--- src/rtl/lea128_ks_seq.sv ---
// LEA-128 encryption key schedule: one 192-bit round key per cycle under a valid/ready handshake.
// Optional `LEA_KS_ABORT_EN adds an abort input that drops an in-flight schedule.
module lea128_ks_seq #(
  parameter int unsigned ROUNDS = 24
) (
`ifdef LEA_KS_ABORT_EN
  input  logic         abort,
`endif
  input  logic         clk,
  input  logic         rst,
  input  logic [127:0] key,
  input  logic         key_valid,
  output logic         key_ready,
  output logic [191:0] rk,
  output logic         rk_valid,
  input  logic         rk_ready,
  output logic [4:0]   rk_idx,
  output logic         rk_last
);

  typedef enum logic [0:0] {StIdle, StRun} state_e;

  localparam logic [4:0] LastIdx = 5'(ROUNDS - 1);

  function automatic logic [31:0] rol32(input logic [31:0] x, input logic [4:0] n);
    return (x << n) | (x >> (6'd32 - {1'b0, n}));
  endfunction

  function automatic logic [31:0] delta_f(input logic [1:0] s);
    logic [31:0] d;
    case (s)
      2'd0:    d = 32'hc3efe9db;
      2'd1:    d = 32'h44626b02;
      2'd2:    d = 32'h79e27c8a;
      default: d = 32'h78df30ec;
    endcase
    return d;
  endfunction

  function automatic logic [4:0] rot_f(input int j);
    logic [4:0] r;
    case (j)
      0:       r = 5'd1;
      1:       r = 5'd3;
      2:       r = 5'd6;
      default: r = 5'd11;
    endcase
    return r;
  endfunction

  state_e      r_state;
  logic [4:0]  r_i;
  logic [31:0] r_t [4];

  state_e      w_state_next;
  logic [4:0]  w_i_next;
  logic [31:0] w_t_next [4];
  logic [31:0] w_t_upd  [4];
  logic [4:0]  w_round;
  logic [31:0] w_delta;
  logic        w_load;

  // One datapath serves both the key load (round 0 from K) and each advance (round i+1 from T).
  always_comb begin
    w_load  = (r_state == StIdle);
    w_round = w_load ? 5'd0 : r_i + 5'd1;
    w_delta = delta_f(w_round[1:0]);
    for (int j = 0; j < 4; j++) begin
      w_t_upd[j] = rol32((w_load ? key[32*j +: 32] : r_t[j]) + rol32(w_delta, w_round + 5'(j)),
                         rot_f(j));
    end
  end

  always_comb begin
    w_state_next = r_state;
    w_i_next     = r_i;
    for (int j = 0; j < 4; j++) begin
      w_t_next[j] = r_t[j];
    end
    case (r_state)
      StIdle: begin
        if (key_valid) begin
          w_state_next = StRun;
          w_i_next     = 5'd0;
          for (int j = 0; j < 4; j++) begin
            w_t_next[j] = w_t_upd[j];
          end
        end
      end
      StRun: begin
        if (rk_ready) begin
          if (r_i == LastIdx) begin
            w_state_next = StIdle;
          end else begin
            w_i_next = r_i + 5'd1;
            for (int j = 0; j < 4; j++) begin
              w_t_next[j] = w_t_upd[j];
            end
          end
        end
      end
      default: w_state_next = StIdle;
    endcase
`ifdef LEA_KS_ABORT_EN
    // A coincident handshake still advances above; abort only overrides the state.
    if (r_state == StRun && abort) begin
      w_state_next = StIdle;
    end
`endif
  end

  always_ff @(posedge clk) begin
    if (rst) begin
      r_state <= StIdle;
      r_i     <= 5'd0;
      for (int j = 0; j < 4; j++) begin
        r_t[j] <= 32'd0;
      end
    end else begin
      r_state <= w_state_next;
      r_i     <= w_i_next;
      for (int j = 0; j < 4; j++) begin
        r_t[j] <= w_t_next[j];
      end
    end
  end

  always_comb begin
    key_ready = (r_state == StIdle);
    rk_valid  = (r_state == StRun);
    rk        = {r_t[1], r_t[3], r_t[1], r_t[2], r_t[1], r_t[0]};
    rk_idx    = r_i;
    rk_last   = (r_state == StRun) && (r_i == LastIdx);
  end

endmodule

--- config.mk ---
export PLATFORM = sky130hd
export DESIGN_NAME = lea128_ks_seq
export DESIGN_NICKNAME = d
export VERILOG_FILES = /design/src/rtl/lea128_ks_seq.sv
export SDC_FILE = /design/constraint.sdc
export NUM_CORES = 1
export LEC_CHECK = 0
export CAP_MARGIN = 25
export CORE_ASPECT_RATIO = 0.7
export CORE_MARGIN = 3
export CORE_UTILIZATION = 40
export CTS_CLUSTER_SIZE = 14
export DETAILED_ROUTE_END_ITERATION = 10
export PLACE_DENSITY_LB_ADDON = 0.1
export SLEW_MARGIN = 40
export SYNTH_ARGS = -nofsm -noshare
export SYNTH_HDL_FRONTEND = slang
export SYNTH_SLANG_ARGS = --single-unit
export TNS_END_PERCENT = 20
--- constraint.sdc ---
create_clock -name clk -period 7.1 [get_ports clk]
set_input_delay 1.065 -clock clk [delete_from_list [all_inputs] [get_ports clk]]
set_output_delay 1.065 -clock clk [all_outputs]
set_load 0.01 [all_outputs]
**After elaboration in Yosys (flattened, before gate mapping)**

Memory sizes are Yosys's and may differ from the RTL's.
Index checks and enable logic that the tools add are counted.

- Add/sub/neg operators: 12
- Equality and inequality tests: 6
- Shifts and indexed selects: 8
- Muxes and demuxes: 25
- Bitwise gates (word level): 13
- Reductions and logical operators: 3

Operators by type and width:

| kind | number |
|---|---|
| 128-bit 2-to-1 mux | 3 |
| 32-bit 2-to-1 mux | 8 |
| 128-bit one-hot mux with 2 select lines | 1 |
| 32-bit adder | 4 |
| 32-bit bitwise OR | 4 |
| 32-bit by 5-bit << shifter with 32-bit output | 4 |
| 32-bit by 6-bit right shift with 32-bit output | 4 |
| 32-bit one-hot mux with 3 select lines | 1 |
| 32-bit by 1-bit bitwise OR with 32-bit output | 1 |
| 32-bit by 11-bit bitwise OR with 32-bit output | 1 |
| 32-bit by 3-bit bitwise OR with 32-bit output | 1 |
| 32-bit by 6-bit bitwise OR with 32-bit output | 1 |
| 6-bit by 5-bit subtractor with 6-bit output, first input constant | 4 |
| 5-bit 2-to-1 mux | 4 |
| 5-bit by 1-bit adder with 5-bit output, second input constant | 2 |
| 5-bit by 2-bit adder with 5-bit output, second input constant | 2 |
| 5-bit one-hot mux with 2 select lines | 1 |
| 1-bit 2-to-1 mux | 6 |
| 2-bit != test, second input constant | 3 |
| 5-bit == test, second input constant | 1 |
| 1-bit bitwise OR | 4 |
| 3-bit AND reduction | 1 |
| 2-bit by 1-bit == test with 1-bit output, second input constant | 1 |
| 2-bit == test, second input constant | 1 |
| 4 further kinds | 4 |

- Flip-flop bits (word level): 6
- RAM bits: 128
- Input bits: 132
- Output and inout bits: 200
- Word-level logic and storage cells: 70
- Memories kept: 1

Memories:

| memory | depth | width | read ports | clocked after Yosys merged registers in | wr ports | RTL line | text |
|---|---|---|---|---|---|---|---|
| r_t | 4 | 32 | 4 | 0 | 4 | 53 | `logic [31:0] r_t [4];` |

**Logic depth before layout (Yosys ltp)**

- Word-level depth: 12
- Gate-level depth with buffers: 31
- Mapped depth without buffers: 26

**Worst setup path after synthesis**

No wires, ideal clock.

- Path type: reg-to-reg
- From: reg r_i[1], in the netlist rk_idx[1]
- To: mem r_t[3][7], in the netlist r_t[0][103]
- Setup time: 116 ps
- Data arrival time: 6722 ps
- Required time: 6984 ps
- Setup slack: 262 ps
- Cell stages (with the launch flop): 29
- Buffers on the path: 4
- Period minus slack after synthesis: 6838 ps
- Cells stage by stage: dfxtp_1 > ha_1 > nand2_1 > clkbuf_1 > clkbuf_1 > clkbuf_1 > ha_1 > ha_1 > nand2b_1 > a21oi_1 > a2bb2oi_1 > xnor2_1 > clkbuf_1 > mux4_2 > nor2_1 > a21oi_1 > o32ai_1 > ha_1 > fa_1 > a21o_1 > a211o_1 > a21o_1 > a31oi_2 > o22ai_1 > a2111oi_2 > o21ai_1 > a31oi_1 > mux2i_1 > a31o_2

RTL lines:

| item | RTL line | text |
|---|---|---|
| start: declaration | 52 | `logic [4:0] r_i;` |
| start signal: assignment | 121 | `r_i <= w_i_next;` |
| end: declaration | 53 |  |

==> flow_summary.ini <==
[run_status]
status = finished clean

[global_routing]
grtUsageMet3_pct = 8.81
use_met1_pct = 49.2
top_usage_layer = met1
grtUsageTotal_pct = 32.2
gr-usage-met2_pct = 44.6
antenna_found_initial = 3
grt_max_degree = 135
grt_pass1_wl_um = 126000
overflow = 0
grt_pass1_vias = 20200

[clock_network]
clock_path_buffers = 2
path_clk_slew_ns = 0.06
htreeDepth = 4
cts_num_sinks = 134
insertion_delay_ns = 0.47
post_cts.repair.setup_buffers = 0
numCtsBuffers = 17
cts-root-buf = clkbuf_16
cts_tree = built

[placement]
io_buffers = 331
placed_cells = 3476
dp_hpwl_um = 64200
gp_congestion = 1.03

[timing]
tightest_slew_ns = 0.927
slew_violations = 0
rsz0062_at_grt = no
finalCritPeriodShare_pct = 94.5
max_freq_ghz = 0.149
finalCriticalPeriod_ns = 6.71
finClkSkew_ns = 0.00711
hold_violations = 0
slew_headroom_pct = 38.2
fin_setup_tns_ns = 0
setup_viol = 0

[setup_path]
r2r_slack_ns = 0.39
cp.arrival_ns = 7.08
crit_type = reg2reg
r2r-start = rk_idx[1]$_SDFFE_PP0P_
r2r_end = r_t[0][103]$_SDFFE_PP0P_
crit_path_end_kind = flop
cp.required_ns = 7.47
critPathLaunchType = flop
ff2ff_path_depth = 24
cp_max_fo = 13

[layout]
layout_commonest_cell = nand2_1
syn_to_final_growth_pct = 22.2
finish.utilization_pct = 50.3
fill_cells = 4540
stdcell_count = 3509
nets = 3171
final_cell_mix = 402 x nand2_1, 330 x clkdlybuf4s50_1, 305 x a21oi_1, 224 x nor2_1, 211 x o21ai_0
layout-drive-gt1-share_pct = 10.6

[min_path]
hold_start = r_t[0][22]$_SDFFE_PP0P_
min_to = r_t[0][22]$_SDFFE_PP0P_
hold_depth = 2
hp-class = reg2reg

[floorplan]
die_h_um = 188
coreArea_sq_mm = 0.0459
rows = 65
start_util_pct = 41.2
io_pins = 332
fp.dieW_um = 266
dieArea_sq_mm = 0.0499

[synthesis]
ys_seq_elements = 134
synth_ff_type = dfxtp_1
synthesis.area_sq_mm = 0.0189
synthDistinctLibCells = 90
async_reset_ff_share_pct = 0
synth_edf_count = 0
yosys_warnings = 0
avgSynthCellArea_sq_um = 6.96
synth_fp_nets = 2995
ys_seq_area_share_pct = 14.2
syn_inst = 2716

[flow_run]
cap_violations = 0

[route]
wirelength_um = 83900
wl_per_cell_um = 23.9
first_iter_violations = 2790
final_antenna_net_count = 0
dr.pass1.iters = 6
viasPerCell = 6.26
vias = 22000
drc = 0

[power_and_ir_drop]
peakVddDrop_mv = 0.157
p_per_area_mw_per_mm2 = 199
power_leakage_nw = 9.16
==> cells by family (layout without fill, tap and decap cells) <==
family | count (synthesis) | in the layout | share of synthesized area [%]
AOI/OAI and AO/OA | 948 | 948 | 31.3
and+or+nand+nor | 895 | 895 | 20.9
buffers and inverters | 301 | 488 | 7.42
muxes | 157 | 157 | 9.50
adders and majority gates | 147 | 147 | 9.89
xor gates and xnor gates | 134 | 134 | 6.75
DFF | 134 | 134 | 14.2
other | 0 | 3 | 0
==> state kept, by name, summed over array words and instances, names as in the netlist <==
name / count
r_t: 128
rk_idx: 5
rk_valid: 1
==> timing repair <==
item	4_1_cts	5_1_grt
endpoints found under the setup margin	0	4
resized for setup	0	3
hold buffers	0	0
==> cell type report <==
cell class	instances	area, sq um	area share [%]
antenna	3	7.51	0.0325
clock buffer	19	453	1.96
clock inverter	11	80.1	0.347
inverter	40	151	0.656
multi-input combinational	2281	15000	64.8
sequential	134	2690	11.6
tap	603	754	3.27
timing repair buffer	418	3990	17.3
==> how the worst max path moves through the flow <==
stage | start | end | slack, ns | depth (start not counted)
3_3_place_gp | rk_idx[1]$_SDFFE_PP0P_ | r_t[0][103]$_SDFFE_PP0P_ | 0.66 | 23
3_5_place_dp | rk_idx[1]$_SDFFE_PP0P_ | r_t[0][68]$_SDFFE_PP0P_ | 0.40 | 25
5_1_grt | rk_idx[1]$_SDFFE_PP0P_ | r_t[0][104]$_SDFFE_PP0P_ | 0.12 | 24
4_1_cts | rk_idx[1]$_SDFFE_PP0P_ | r_t[0][68]$_SDFFE_PP0P_ | 0.35 | 25
2_1_floorplan | rk_idx[1]$_SDFFE_PP0P_ | r_t[0][103]$_SDFFE_PP0P_ | 0.26 | 28
6_report | rk_idx[1]$_SDFFE_PP0P_ | r_t[0][103]$_SDFFE_PP0P_ | 0.39 | 24
==> cell usage after synthesis, types with 27 or more instances <==
cell type / number / area share (%)
xnor2_1: 83 / 3.8
a211oi_1: 47 / 1.9
buf_1: 27 / 0.54
nand2b_1: 27 / 0.89
nor3_1: 34 / 0.90
xor2_1: 39 / 1.8
o21ai_0: 213 / 5.6
o211ai_1: 35 / 1.4
mux2_2: 128 / 7.6
buf_4: 65 / 2.6
nor2_1: 226 / 4.5
clkbuf_1: 152 / 3.0
dfxtp_1: 134 / 14
inv_1: 36 / 0.72
nand3_1: 79 / 2.1
a21oi_1: 307 / 8.1
nand2_1: 403 / 8.0
a31oi_1: 44 / 1.5
a21o_1: 67 / 2.7
ha_1: 143 / 9.5
o22ai_1: 51 / 1.7
==> through the flow <==
stage          hold slack (ns)  total power, mW  setup slack (ns)  area (sq um)
2_1_floorplan            0.485             2.73             0.262         18900
3_3_place_gp             0.451             3.64             0.658         22500
3_5_place_dp             0.457             3.66             0.405         22500
4_1_cts                  0.465             4.55             0.355         23000
5_1_grt                  0.485             4.86             0.116         23100
6_report                 0.467             4.58             0.392         23100
==> routing by layer <==
layer | vias up | part of all wire, %
met5 | - | 0.057
met4 | 4 | 1.5
met3 | 86 | 11
met2 | 1232 | 40
met1 | 10400 | 47
li1 | 10200 | -
==> worst max-delay path, cell delays in order (launching register included) <==
cell and delay (ns):
dfxtp_1 0.43, ha_1 0.33, xor2_2 0.36, nand2_4 0.20, ha_1 0.39, nand2b_1 0.19
a21oi_1 0.15, a2bb2oi_1 0.49, xnor2_1 0.36, buf_4 0.27, nor2_1 0.18, a211oi_1 0.09
a311oi_1 0.31, o22ai_1 0.19, ha_1 0.41, a21o_1 0.22, a21o_1 0.18, a21o_1 0.21
a21boi_0 0.24, o22ai_1 0.18, a2111oi_2 0.53, o21ai_1 0.16, a31oi_1 0.22, mux2i_1 0.09
a31o_2 0.21
==> power breakdown <==
part	internal [mW]	total, mW	switching (mW)
registers	0.884	1.02	0.135
clock network	0.460	0.868	0.408
logic	1.22	2.70	1.48
total	2.56	4.58	2.02
No activity file was read; power rests on OpenSTA's default activity.
